==> src/rtl/seq_run_ctrl.sv <==
// seq_run_ctrl: command-driven three-term recurrence generator with a
// valid/ready output stream, programmable seeds and length, abort, and
// sticky wrap (carry-out) detection.
module seq_run_ctrl #(
  parameter int unsigned W  = 32,
  parameter int unsigned CW = 16
) (
  input  logic          clk,
  input  logic          rst,
  input  logic          start,
  input  logic [CW-1:0] count,
  input  logic [W-1:0]  seed0,
  input  logic [W-1:0]  seed1,
  input  logic [W-1:0]  seed2,
  input  logic          abort,
  output logic [W-1:0]  out_data,
  output logic          out_valid,
  input  logic          out_ready,
  output logic [CW-1:0] term_idx,
  output logic          busy,
  output logic          done,
  output logic          aborted,
  output logic          wrapped
);

  typedef enum logic [1:0] {
    IDLE = 2'd0,
    RUN  = 2'd1,
    DONE = 2'd2
  } state_t;

  state_t        state, state_nxt;
  logic [W-1:0]  a, b, c;
  logic [W-1:0]  a_nxt, b_nxt, c_nxt;
  logic [CW-1:0] remaining, remaining_nxt;
  logic [W-1:0]  out_data_nxt;
  logic          out_valid_nxt;
  logic [CW-1:0] term_idx_nxt;
  logic          busy_nxt;
  logic          done_nxt;
  logic          aborted_nxt;
  logic          wrapped_nxt;
  logic [W:0]    sum_c;

  // Recurrence sum with the carry bit kept for wrap detection
  always_comb begin
    sum_c = (W+1)'(a) + (W+1)'(b);
  end

  // State register and all registered outputs
  always_ff @(posedge clk or negedge rst) begin
    if (!rst) begin
      state     <= IDLE;
      a         <= '0;
      b         <= '0;
      c         <= '0;
      remaining <= '0;
      out_data  <= '0;
      out_valid <= 1'b0;
      term_idx  <= '0;
      busy      <= 1'b0;
      done      <= 1'b0;
      aborted   <= 1'b0;
      wrapped   <= 1'b0;
    end else begin
      state     <= state_nxt;
      a         <= a_nxt;
      b         <= b_nxt;
      c         <= c_nxt;
      remaining <= remaining_nxt;
      out_data  <= out_data_nxt;
      out_valid <= out_valid_nxt;
      term_idx  <= term_idx_nxt;
      busy      <= busy_nxt;
      done      <= done_nxt;
      aborted   <= aborted_nxt;
      wrapped   <= wrapped_nxt;
    end
  end

  // Next-state and next-output logic; everything holds unless changed below
  always_comb begin
    state_nxt     = state;
    a_nxt         = a;
    b_nxt         = b;
    c_nxt         = c;
    remaining_nxt = remaining;
    out_data_nxt  = out_data;
    out_valid_nxt = out_valid;
    term_idx_nxt  = term_idx;
    busy_nxt      = busy;
    done_nxt      = 1'b0;
    aborted_nxt   = 1'b0;
    wrapped_nxt   = wrapped;

    case (state)
      IDLE: begin
        // start beats a simultaneous abort; abort alone is ignored here
        if (start) begin
          wrapped_nxt = 1'b0;
          busy_nxt    = 1'b1;
          if (count != '0) begin
            a_nxt         = seed0;
            b_nxt         = seed1;
            c_nxt         = seed2;
            remaining_nxt = count;
            term_idx_nxt  = '0;
            out_data_nxt  = seed0;
            out_valid_nxt = 1'b1;
            state_nxt     = RUN;
          end else begin
            done_nxt  = 1'b1;
            state_nxt = DONE;
          end
        end
      end

      RUN: begin
        // abort wins over a transfer in the same cycle
        if (abort) begin
          out_valid_nxt = 1'b0;
          busy_nxt      = 1'b0;
          aborted_nxt   = 1'b1;
          state_nxt     = IDLE;
        end else if (out_valid && out_ready) begin
          a_nxt         = b;
          b_nxt         = c;
          c_nxt         = sum_c[W-1:0];
          out_data_nxt  = b;
          term_idx_nxt  = term_idx + CW'(1);
          remaining_nxt = remaining - CW'(1);
          if (sum_c[W]) begin
            wrapped_nxt = 1'b1;
          end
          if (remaining == CW'(1)) begin
            out_valid_nxt = 1'b0;
            done_nxt      = 1'b1;
            state_nxt     = DONE;
          end
        end
      end

      DONE: begin
        busy_nxt  = 1'b0;
        state_nxt = IDLE;
      end

      default: begin
        out_valid_nxt = 1'b0;
        busy_nxt      = 1'b0;
        state_nxt     = IDLE;
      end
    endcase
  end

endmodule

==> config.mk <==
export PLATFORM = sky130hd
export DESIGN_NAME = seq_run_ctrl
export DESIGN_NICKNAME = d
export VERILOG_FILES = /design/src/rtl/seq_run_ctrl.sv
export SDC_FILE = /design/constraint.sdc
export NUM_CORES = 1
export LEC_CHECK = 0
export CORE_ASPECT_RATIO = 0.7
export CORE_MARGIN = 2
export CORE_UTILIZATION = 25
export CTS_BUF_LIST = sky130_fd_sc_hd__clkbuf_8
export DETAILED_ROUTE_END_ITERATION = 16
export PLACE_DENSITY = 0.48
export SKIP_LAST_GASP = 1
export SYNTH_ARGS = -nofsm -noshare
export SYNTH_HDL_FRONTEND = slang
export SYNTH_SLANG_ARGS = --single-unit
==> constraint.sdc <==
create_clock -name clk -period 2.83 [get_ports clk]
set_input_delay 0.4245 -clock clk [delete_from_list [all_inputs] [get_ports clk]]
set_output_delay 0.4245 -clock clk [all_outputs]
set_load 0.02 [all_outputs]
==> key figures, run 1 <==
Outcome
  – Outcome: finished, final reports clean

Synthesis
  – Synth unique cells: 58
  – FFs w/ async S/R, synth: 1.00
  – Syn. warnings: 0
  – EDFF count, synth: 0
  – Synthesized area: 7990 um2
  – Count leader, synth: nand2_1
  – Post-synthesis sequential area ratio: 0.423
  – Mapped Avg Cell Area: 8.02 um2
  – Top cell type's share of synthesized area: 0.423
  – Yosys reg bits: 135
  – Post-Synthesis Cells: 996
  – Synth area leader: dfrtp_1
  – Synth Flop Type: dfrtp_1
  – Most instantiated cells after synthesis: 203 x nand2_1, 137 x nor2_1, 135 x dfrtp_1
  – Syn Nets: 1149
  – Top cells by area, synth: dfrtp_1 42%, nand2_1 9.5%, nor2_1 6.4%, a31oi_1 5.8%, ha_1 5.5%

Clock tree
  – Clk sinks: 135
  – CTS H-tree lvls: 4
  – CTS tree: built
  – TritonCTS buffer count: 17
  – CTS Root Buffer Type: clkbuf_8
  – Clk_lat worst skew: 470 ps
  – Worst-path clk slew: 90 ps
  – CTS Buffer Depth: 2

STA
  – Post-route worst setup slack: 76.3 ps
  – Unrepaired setup endpoints after global routing: true
  – Final setup violation count: 0
  – Period utilisation layout: 0.973
  – Achievable Freq: 0.363 GHz
  – Setup TNS: 0 ps
  – Hold violation count in the final report: 0
  – Final min period: 2750 ps
  – Final Skew: 18.5 ps
  – Slew of the pin with the lowest slew margin: 645 ps
  – Max-slew violations: 0
  – Max-Slew Margin vs Limit: 0.570

Finish
  – Share of cells above drive strength 1: 0.0838
  – NumNets Final: 1321
  – Area growth from synthesis to layout: 37.5%
  – Inserted Diodes: 0

Critical path
  – Reg2Reg Setup Slack: 80 ps
  – WP data arrival: 3110 ps
  – Critical path capture point type: flip-flop
  – Max FO, Critical Path: 3
  – WS Path Type: reg2reg
  – Critical Path RT: 3190 ps
  – CP startpoint kind: flip-flop

Floorplan
  – # rows: 54
  – Core ar.: 31300 um2
  – # IOs: 170
  – Die width: 218 um
  – Initial Util: 0.255
  – Die area: 33400 um2
  – Die span in y: 154 um

Pwr
  – Net Sw Frac: 0.468
  – Switch Pwr: 6.87 mW
  – Pint: 7.80 mW
  – Combinational Power Share: 0.627
  – Maximum vdd drop: 0.000396 V
  – Static Leak: 4.51 nW
  – Power per Cell Area: 1340 nW/um2
  – Clk network pwr share: 0.133
  – Flop pwr share: 0.240

Job
  – Max-cap violations: 0

Routing
  – DR vias: 7783
  – Routed len/inst: 16.7 um
  – Vias/cell: 4.86
  – Pre-antenna DRT Iters: 5
  – DRC: 0
  – Post-DRT Antenna Nets: 0
  – Final WL: 26.7 mm
  – Initial drt markers: 545

Placed design
  – Routability congestion estimate: 0.835
  – Post-DP HPWL: 19.7 mm
  – Dpl ws: -13.6 ps
  – Buffers added on ports: 169

Global route
  – Overflow after GRT: 0
  – Pin count of the biggest net entering global routing: 76
  – Met2 global-route usage: 0.228
  – Antenna violations before repair: 0
  – M3 GR Usage: 0.0346
  – GRT busiest layer: met1
  – First-pass GRT wire length: 42.0 mm
  – Gr usage total: 0.160
  – Vias in the first global route: 7452
  – Met1 Use GR: 0.246

Worst hold path
  – Hold crit path type: reg2reg
-- final timing paths --
kind | startpoint | to | depth (start not counted)
max | b[7] | wrapped | 9
min | c[3] | c[3] | 2
max reg2reg | b[7] | wrapped | 9
min reg2reg | c[3] | c[3] | 2
max in group asynchronous | rst | c[15] | 3
min in group asynchronous | rst | term_idx[5] | 2
-- state kept, by name, summed over array words and instances (netlist names) --
signal,cells
wrapped,1
b,32
remaining,16
aborted,1
done,1
state,2
busy,1
a,32
out_valid,1
c,32
term_idx,16
-- power groups by stage --
stage | logic [mW] | registers [mW] | clock network (mW)
6_report | 9.20 | 3.52 | 1.95
5_1_grt | 10.2 | 3.66 | 2.10
4_1_cts | 8.99 | 3.50 | 2.01
3_5_place_dp | 8.89 | 3.54 | 0
3_3_place_gp | 8.90 | 3.51 | 0
2_1_floorplan | 5.66 | 3.64 | 0
-- per-layer routing --
| layer | routed length, um | vias to the layer above |
|---|---|---|
| li1 | - | 3857 |
| met1 | 13900 | 3711 |
| met2 | 11300 | 202 |
| met3 | 1370 | 13 |
| met4 | 200 | 0 |
| met5 | 0 | - |
-- cell type report --
class	count	area, um2
clock buffer	19	262
clock inverter	13	201
inverter	11	41.3
fill	3285	20300
sequential	135	3380
timing repair buffer	214	2110
multi-input combinational	789	4460
tap	420	526
-- stage by stage --
step / power (mW) / utilization / cell area [um2] / hold slack (ps) / instances
6_report: 14.7 / 0.351 / 11000 / 483 / 1601
2_1_floorplan: 9.30 / - / 7990 / 129 / 996
4_1_cts: 14.5 / 0.347 / 10900 / 481 / 1598
3_3_place_gp: 12.4 / 0.332 / 10400 / 462 / 1565
3_5_place_dp: 12.4 / 0.332 / 10400 / 470 / 1565
5_1_grt: 16.0 / 0.351 / 11000 / 493 / 1601
-- worst max-delay path, cell delays in order (launching register included) --
cell	delay, ps
dfrtp_1	440
ha_4	270
nand2_2	70
or4b_1	460
or2_0	250
a221o_1	350
a31o_4	270
a21oi_4	140
o22ai_1	90
mux2_1	310
-- kinds of logic after synthesis --
family / after synthesis / synth area share
compound gates: 294 / 0.223
xor+xnor: 34 / 0.0373
fa+ha+maj: 36 / 0.0573
buf+inv: 72 / 0.0345
flops: 135 / 0.423
mux: 1 / 0.00141
simple gates: 424 / 0.224
-- timing repair --
item                                    4_1_cts  5_1_grt
pin swaps                                     2        9
setup buffers                                 0        3
endpoints found under the hold margin        57        0
hold buffers                                  1        0
resized for setup                             2       11
endpoints found under the setup margin        4        9
-- placed cells by master, fill, tap and decap left out, drive strengths merged, types with 8 or more instances in the layout --
master           n
dfrtp          135
or3              9
clkdlybuf4s50  168
o21ai           68
a21o            15
xnor2           14
clkbuf          19
nor2           137
and3            12
nand4            9
nand3           18
a31oi           74
inv             13
xor2            20
ha              35
buf             45
a21oi           84
nand2          204
nor3             8
Power figures use the tool's default switching activity.
==> inputs of run 2 (changes only) <==
--- a/config.mk
+++ b/config.mk
@@ -5,12 +5,14 @@
 export SDC_FILE = /design/constraint.sdc
 export NUM_CORES = 1
 export LEC_CHECK = 0
+export CELL_PAD_IN_SITES_DETAIL_PLACEMENT = 1
+export CELL_PAD_IN_SITES_GLOBAL_PLACEMENT = 2
 export CORE_ASPECT_RATIO = 0.7
 export CORE_MARGIN = 2
 export CORE_UTILIZATION = 25
 export CTS_BUF_LIST = sky130_fd_sc_hd__clkbuf_8
 export DETAILED_ROUTE_END_ITERATION = 16
-export PLACE_DENSITY = 0.48
+export PLACE_DENSITY = 0.73
 export SKIP_LAST_GASP = 1
 export SYNTH_ARGS = -nofsm -noshare
 export SYNTH_HDL_FRONTEND = slang
==> run 2 against run 1 <==
Combinational power up 4.0%. Clock skew up 9.7 ps. Die area unchanged. Sequential cell count unchanged. Register-to-register slack worse by 60 ps. Via count down 0.58%. Total power up 0.18%. Setup slack worse by 63 ps. Core utilization up 0.060 points. Global-route usage up 1.3 points. Hold slack worse by 60 ps. Count of clock-buffer cells in the layout down 2. Critical endpoint unchanged. Largest cell class unchanged.
==> key figures, run 2 (synthesis results as in run 1) <==
Outcome
  – Outcome: finished, final reports clean

Clock tree
  – CTS tree: built
  – Clk_lat worst skew: 500 ps
  – Clk sinks: 135
  – CTS H-tree lvls: 4
  – TritonCTS buffer count: 17
  – Worst-path clk slew: 90 ps
  – CTS Buffer Depth: 2
  – CTS Root Buffer Type: clkbuf_8

Pwr
  – Power per Cell Area: 1340 nW/um2
  – Maximum vdd drop: 0.000395 V
  – Static Leak: 4.50 nW

Routing
  – Initial drt markers: 367
  – DR vias: 7738
  – Post-DRT Antenna Nets: 0
  – DRC: 0
  – Pre-antenna DRT Iters: 4
  – Final WL: 28.6 mm
  – Vias/cell: 4.82
  – Routed len/inst: 17.8 um

Floorplan
  – Core ar.: 31300 um2
  – Die area: 33400 um2
  – Die span in y: 154 um
  – # rows: 54
  – # IOs: 170
  – Die width: 218 um
  – Initial Util: 0.255

Critical path
  – Worst r2r path cells: 9
  – WP data arrival: 3190 ps
  – Critical Path RT: 3210 ps
  – WS Path Type: reg2reg
  – Top delay family on crit path: compound AO/OA/AOI/OAI gates
  – Reg2reg start: b[6]
  – Largest stage delay on the critical path: 460 ps
  – Critical path capture point type: flip-flop
  – CP startpoint kind: flip-flop
  – Critical-path cell list: ha_1 > nand2_2 > or4b_1 > or2_1 > a221o_1 > a31o_4 > a21oi_4 > o22ai_2 > mux2_4
  – Crit Reg-Reg Endpoint: wrapped
  – Reg2Reg Setup Slack: 10 ps
  – Max FO, Critical Path: 3
  – Crit-path slowest cell: or4b_1
  – WP buf/inv: 0

STA
  – Achievable Freq: 0.355 GHz
  – Final min period: 2820 ps
  – Hold violation count in the final report: 0
  – Post-route worst setup slack: 13.5 ps
  – Final Skew: 28.2 ps
  – Max-Slew Margin vs Limit: 0.602
  – Final setup violation count: 0
  – Slew of the pin with the lowest slew margin: 594 ps
  – Unrepaired setup endpoints after global routing: true
  – Max-slew violations: 0
  – Period utilisation layout: 0.995

Placed design
  – Dpl ws: -34.9 ps
  – Routability congestion estimate: 0.815
  – Buffers added on ports: 169
  – Post-DP HPWL: 21.3 mm
  – Dpl cell area: 10500 um2

Finish
  – Most common cell after layout, fill and taps aside: nand2_1
  – Largest registers: a (32), b (32), c (32)
  – Design area: 11000 um2
  – Leading cell types in the layout, fill and taps excluded: 202 x nand2_1, 168 x clkdlybuf4s50_1, 137 x nor2_1, 135 x dfrtp_1, 83 x a21oi_1
  – Final core occ: 0.352
  – Fillers: 3697
  – Area growth from synthesis to layout: 37.7%
  – Share of cells above drive strength 1: 0.0912
  – NumNets Final: 1324
  – Inserted Diodes: 0

Job
  – Max-cap violations: 0

Global route
  – Pin count of the biggest net entering global routing: 70
  – Gr usage total: 0.173
  – Overflow after GRT: 0
  – First-pass GRT wire length: 45.4 mm
  – Vias in the first global route: 8043
  – Antenna violations before repair: 0

Worst hold path
  – Hold crit path type: in2async
run 2: cell types whose count changed in the layout (fill, tap and decap cells not counted), moves of 2 or more:
cell,change
buf_12,+6
buf_4,-3
bufinv_16,-4
clkbuf_8,-2
clkinvlp_4,+3
inv_6,+2
run 2: layout make-up:
| class | count | area (um2) | share of cell area |
|---|---|---|---|
| clock buffer | 17 | 234 | 0.0213 |
| clock inverter | 15 | 130 | 0.0118 |
| inverter | 11 | 41.3 | 0.00375 |
| multi-input combinational | 789 | 4480 | 0.408 |
| sequential | 135 | 3380 | 0.307 |
| tap | 420 | 526 | 0.0478 |
| timing repair buffer | 217 | 2210 | 0.201 |
run 2: what timing repair did:
action	CTS	global route
setup buffers	1	4
gates resized for setup	3	17
endpoints found under the setup margin	2	14
endpoints found under the hold margin	37	0
hold buffers	1	0
pin swaps	0	11
cloned	0	0
run 2: through the flow:
step / setup TNS [ps] / hold WS, ps / instances / power (mW)
after floorplan: 0 / 129 / 996 / 9.30
after global placement: 0 / 383 / 1566 / 12.6
after detailed placement: -38.0 / 382 / 1566 / 12.7
after CTS: 0 / 407 / 1600 / 14.5
after global routing: -173 / 441 / 1604 / 16.0
final: 0 / 423 / 1604 / 14.7
run 2: worst max path at each step:
stage | startpoint | endpoint | depth (start not counted)
2_1_floorplan | a[7] | wrapped | 9
3_3_place_gp | b[7] | wrapped | 9
3_5_place_dp | b[3] | c[31] | 9
4_1_cts | b[1] | c[27] | 10
5_1_grt | a[0] | wrapped | 11
6_report | b[6] | wrapped | 9
run 2: power by group:
group / total, mW / switching, mW / internal [mW]
sequential: 3.52 / 0.733 / 2.79
clock: 1.60 / 0.909 / 0.694
combinational: 9.57 / 5.53 / 4.04
run 2: layer usage:
| layer | share of wire | GRT usage | vias up |
|---|---|---|---|
| li1 | - | - | 3857 |
| met4 | 0.0070 | 0.0339 | 0 |
| met5 | 0 | 0 | - |
| met2 | 0.43 | 0.255 | 127 |
| met3 | 0.035 | 0.0317 | 15 |
| met1 | 0.53 | 0.262 | 3739 |
run 2: worst register-to-register path: cells and delay by family (launching register included):
family          cells  cell delay (ps)
fa+ha+maj           1              260
mux                 1              300
compound gates      4              920
simple gates        3              820
flops               1              410
==> RTL change 1, RTL diff (flow settings as in run 2) <==
Make the reset (`rst`) synchronous in one clocked block.
--- a/src/rtl/seq_run_ctrl.sv
+++ b/src/rtl/seq_run_ctrl.sv
@@ -48,7 +48,7 @@
   end
 
   // State register and all registered outputs
-  always_ff @(posedge clk or negedge rst) begin
+  always_ff @(posedge clk) begin
     if (!rst) begin
       state     <= IDLE;
       a         <= '0;
Check against the original RTL: differs if rst is asserted again (counterexample within 4 cycles, from zero or initial values and one cycle with rst low); with rst held inactive, the same outputs for 4 cycles.
==> RTL change 1 against run 2 <==
- count of clock-buffer cells in the layout is 8 higher
- core utilization fell by 0.52 points
- hold slack improved by 0.051 ns
- synthesized cell count increased by 4.6%
- sequential cell count unchanged
- global-route usage rose by 0.48 points
- routed wire length grew 2.4%
- synthesized area shrank 2.0%
- worst setup slack better by 0.12 ns
- final cell count increased by 1.6%
- final area decreased by 2.3%
- critical endpoint is now c[24]$_SDFFE_PN0P_
Power is not compared: it rests on default switching activity, and its combinational part moved more than twofold at a synthesized area within 25%.
==> RTL change 1: results (changes against run 2) <==
[routing]
post_drt_wl_per_cell_um = 17.9  ; was 17.8 um
wl_met3_mm = 1.04  ; was 990 um
wl_met2_mm = 12.7  ; was 12.2 mm
via_per_inst = 5.05  ; was 4.82
wl_met1_mm = 15.3  ; was 15.2 mm
wl_mm = 29.2  ; was 28.6 mm
dr.first_iter.drc_count = 361  ; was 367

[global_route]
grtUsageMet3_pct = 3.84  ; was 3.17%
grtUsageTotal_pct = 17.8  ; was 17.3%
use_met1_pct = 26.5  ; was 26.2%
grt_max_degree = 66  ; was 70
grt_pass1_vias = 8239  ; was 8,043

[cells_and_area]
final.clkbuf_count = 25  ; was 17
multi_input_cells = 813  ; was 789
buf_share_pct = 19.9  ; was 20.1%
seq_cells = 135  ; unchanged
design_area_mm2 = 0.0107  ; was 0.0110 mm2
area_growth_syn_to_layout_pct = 37.2  ; was 37.7%
n_all_buffers = 215  ; was 217
clkCellAreaFrac_pct = 3.60  ; was 3.31%
num-nets-final = 1353  ; was 1,324
multi_input_area_share_pct = 45.8  ; was 40.8%
num-nonclk-inverters = 18  ; was 11
drive_gt1_share_pct = 9.26  ; was 9.12%
fillCellCount = 3717  ; was 3,697
seqCellArea_mm2 = 0.00271  ; was 0.00338 mm2

[critical_path]
reg2regPathDepth = 10  ; was 9
crit_fanout = 7  ; was 3
rr_endpoint = c[24]$_SDFFE_PN0P_  ; was wrapped$_DFFE_PN0P_
slowest_delay_ns = 0.41  ; was 0.46 ns
r2r-start = a[9]$_SDFFE_PN0P_  ; was b[6]$_DFFE_PN0P_
cp_top_family = compound AO/OA/AOI/OAI gates  ; unchanged
cp_slowest_cell = or3_4  ; was or4b_1
worst_ep_arrival_time_ns = 3.03  ; was 3.19 ns
rrSetupSlack_ns = 0.14  ; was 0.01 ns

[logic_synthesis]
synth_cells = 1042  ; was 996
synth_flop_cell = dfxtp_1  ; was dfrtp_1
synth.distinct_cells = 66  ; was 58
yosysTopAreaCellShare_pct = 34.5  ; was 42.3%
synthTopCellsByArea = dfxtp_1, nand2_1, a311oi_1, nor2_1, ha_1  ; was dfrtp_1, nand2_1, nor2_1, a31oi_1, ha_1
synth.yosys.seq_area_share_pct = 34.5  ; was 42.3%
synth_common_cells = nand2_1, dfxtp_1, nor2_1  ; was nand2_1, nor2_1, dfrtp_1

[timing]
slew_headroom_pct = 51.2  ; was 60.2%
finClkSkew_ns = 0.0128  ; was 0.0282 ns
fmax_ghz = 0.371  ; was 0.355 GHz
hold_slack_ns = 0.475  ; was 0.423 ns

[clocking]
clock_latency_ns = 0.46  ; was 0.50 ns
cts_root_buf = clkbuf_8  ; unchanged

[place]
placed_cells = 1598  ; was 1,566
dp_hpwl_mm = 21.8  ; was 21.3 mm
place.gp.congestion = 0.811  ; was 0.815
preCtsSetupSlack_ns = -0.0411  ; was -0.0349 ns
dpl-instance-area_mm2 = 0.0102  ; was 0.0105 mm2
numPortBuffers = 169  ; unchanged

[hold_path]
hold_depth = 2
hold_path_class = register to register  ; was input port to async pin

[outcome]
status = complete, no violations  ; unchanged

RTL change 1: changes by cell type in the layout (fill, tap and decap cells not counted), moves of 8 or more:
cell and change:
clkbuf_8 +8, a31oi_1 -63, a311oi_1 +74, dfrtp_1 -135, inv_1 +8, o21ai_0 -12, dfxtp_1 +132, nor2_1 -11
RTL change 1: timing repair:
item	4_1_cts	5_1_grt
setup endpoints to repair	2	10
pin swaps	1	5
setup buffers	0	3
gates resized for setup	1	25
RTL change 1: cells by family after synthesis:
kind of cell,synth area share [%]
compound gates,26.7
xor+xnor,3.80
fa+ha+maj,5.85
buf+inv,4.73
flops,34.5
mux,0.272
simple gates,24.1
RTL change 1: worst register-to-register path, delay by kind of cell, from the launching register on:
| family | cells | cell delay [ns] |
|---|---|---|
| buffers and inverters | 1 | 0.15 |
| AO/OA/AOI/OAI | 6 | 1.09 |
| XOR/XNOR | 1 | 0.19 |
| flip-flops | 1 | 0.39 |
| adder cells (fa/ha/maj) | 1 | 0.34 |
| AND/OR/NAND/NOR | 1 | 0.41 |
==> RTL change 2, RTL diff (flow settings as in run 2) <==
Made on the original files. The parameter `CW` goes from 16 to 24.
--- a/src/rtl/seq_run_ctrl.sv
+++ b/src/rtl/seq_run_ctrl.sv
@@ -3,7 +3,7 @@
 // sticky wrap (carry-out) detection.
 module seq_run_ctrl #(
   parameter int unsigned W  = 32,
-  parameter int unsigned CW = 16
+  parameter int unsigned CW = 24
 ) (
   input  logic          clk,
   input  logic          rst,
Interface: changed (resized count and term_idx); port bits go from 170 to 186. No check against the original RTL was run, so the function may have changed too.
==> RTL change 2 against run 2 <==
- global-route usage rose by 1.6 points
- core utilization rose by 1.1 points
- synthesized area rose by 11%
- final area rose by 15%
- routed wire length rose by 22%
- sequential cell count rose by 16
- synthesized cell count rose by 5.2%
- sequential power rose by 9.1%
- final cell count rose by 11%
- total power rose by 6.9%
- worst setup slack improved by 0.091 ns
- via count rose by 17%
- critical path type unchanged
==> RTL change 2: results (changes against run 2) <==
[timing]
fmax_ghz = 0.367  ; was 0.355 GHz
finClkSkew_ns = 0.0216  ; was 0.0282 ns
setup_viol = 0  ; unchanged
slew_headroom_pct = 54.9  ; was 60.2%

[cells_and_area]
reg_top3 = a (32), b (32), c (32)  ; unchanged
drive_gt1_share_pct = 14.3  ; was 9.12%
n_antenna_cell = 0  ; unchanged
num-nets-final = 1464  ; was 1,324
final_cell_count_no_fill = 1788  ; was 1,604
fillCellCount = 4132  ; was 3,697

[global_route]
antenna_found_initial = 0  ; unchanged
grt_pass1_vias = 9361  ; was 8,043
grtUsageTotal_pct = 18.9  ; was 17.3%
grt_max_degree = 63  ; was 70
grt_pass1_wl_mm = 54.8  ; was 45.4 mm

[clocking]
clock_latency_ns = 0.49
cts_max_level = 4  ; unchanged
cts_buffers = 17  ; unchanged
cts.clk_slew.worst_paths_ns = 0.09  ; about the same
clock_path_buffers = 2  ; unchanged

[hold_path]
hp-start = remaining[7]$_DFFE_PN0P_
hold_path_class = register to register  ; was input port to async pin
hold_end = remaining[7]$_DFFE_PN0P_
hold_depth = 1

[logic_synthesis]
synth.distinct_cells = 75  ; was 58
synth.yosys.seq_area_share_pct = 42.6  ; was 42.3%
synthTopCellsByArea = dfrtp_1, nor2_1, o22ai_1, ha_1, a21oi_1  ; was dfrtp_1, nand2_1, nor2_1, a31oi_1, ha_1
ys_warn_count = 0  ; unchanged
synth_fp_nets = 1209  ; was 1,149
avgSynthCellArea_um2 = 8.47  ; was 8.02 um2
synth_common_cells = nor2_1, dfrtp_1, o22ai_1  ; was nand2_1, nor2_1, dfrtp_1
synth_flop_cell = dfrtp_1  ; unchanged
ys_async_sr_fraction_pct = 100  ; unchanged

[critical_path]
critPathLaunch = b[7]$_DFFE_PN0P_  ; was b[6]$_DFFE_PN0P_
worst_ep_arrival_time_ns = 3.10  ; was 3.19 ns
reg2regPathDepth = 12  ; was 9
rrSetupSlack_ns = 0.10  ; was 0.01 ns
crit_fanout = 6  ; was 3
critPathKind = register to register  ; unchanged
r2r-start = b[7]$_DFFE_PN0P_  ; was b[6]$_DFFE_PN0P_
rr_endpoint = c[31]$_DFFE_PN0P_  ; was wrapped$_DFFE_PN0P_

[outcome]
status = complete, no violations  ; unchanged

[place]
preCtsSetupSlack_ns = -0.300  ; was -0.0349 ns
numPortBuffers = 185  ; was 169
dp_hpwl_mm = 26.1  ; was 21.3 mm
place.gp.congestion = 0.771  ; was 0.815

[routing]
wl_mm = 34.7  ; was 28.6 mm
drt_first_pass_iters = 5  ; was 4
via_per_inst = 5.04  ; was 4.82
dr.first_iter.drc_count = 550  ; was 367

[power]
power_leakage_nw = 5.09  ; was 4.50 nW
ir_worst_vdd_mv = 0.396  ; was 0.395 mV

[RTL change 2: changes by cell type after synthesis, moves of 6 or more]
cell,before,now
clkbuf_1,54,27
nor2b_1,4,11
nor3_1,8,21
nor2_1,137,201
nand3_1,18,25
o21ai_0,68,50
o22ai_1,7,83
a211oi_1,4,10
nand2_1,203,81
buf_2,4,29
o21ai_1,0,18
dfrtp_1,135,151
a31oi_1,74,14
[RTL change 2: worst max path at each step]
stage                        endpoint  cells past startpoint
floorplan           c[30]$_DFFE_PN0P_                     11
global placement    c[23]$_DFFE_PN0P_                      8
detailed placement  c[23]$_DFFE_PN0P_                      8
CTS                 c[31]$_DFFE_PN0P_                     12
global route        c[27]$_DFFE_PN0P_                     10
finish              c[31]$_DFFE_PN0P_                     12
[RTL change 2: critical path: stages, from the launching register on]
cell,delay (ns)
dfrtp_1,0.42
ha_4,0.32
nand4_1,0.17
nor4_2,0.31
buf_4,0.15
nand3_2,0.12
a31oi_4,0.24
o31ai_4,0.11
buf_4,0.16
o211ai_1,0.18
buf_4,0.16
mux2i_2,0.22
nor4_2,0.05
[RTL change 2: logic make-up after synthesis]
logic type	Yosys count	synth area share, %
multiplexers	3	0.352
flip-flops	151	42.6
XOR/XNOR	33	3.26
buffers and inverters	73	3.66
adder cells (fa/ha/maj)	36	5.16
AND/OR/NAND/NOR	427	22.2
AO/OA/AOI/OAI	325	22.8
[RTL change 2: final cells by class]
type / instances / share of cell area, %
multi-input cells: 824 / 39.2
flip-flops and latches: 151 / 29.9
repair buffers: 298 / 22.3
well taps: 472 / 4.68
clock buffers: 18 / 1.96
clock inverters: 14 / 1.58
inverters: 11 / 0.327
[RTL change 2: power breakdown]
part           internal [mW]  leakage, nW  switching, mW
clock network          0.991        0.212          0.981
logic                   4.34         3.13           5.55
registers               3.05         1.75          0.794
[RTL change 2: layer usage]
| metal | global-route usage (%) | part of all wire (%) |
|---|---|---|
| met5 | 0 | 0 |
| met2 | 28.8 | 44 |
| met4 | 4.22 | 1.2 |
| met3 | 3.23 | 3.6 |
| met1 | 27.9 | 51 |
[RTL change 2: timing repair]
action	in CTS	in global routing
hold buffers	1	0
hold endpoints to repair	58	0
endpoints found under the setup margin	2	9
gates resized for setup	3	23
pin swaps	3	15
buffers inserted	2	1
[RTL change 2: metrics by stage]
| stage | hold WS, ns | instance area (um2) |
|---|---|---|
| global route | 0.487 | 12600 |
| finish | 0.498 | 12600 |
| floorplan | 0.129 | 8880 |
| global placement | 0.474 | 12000 |
| detailed placement | 0.479 | 12000 |
| CTS | 0.464 | 12500 |
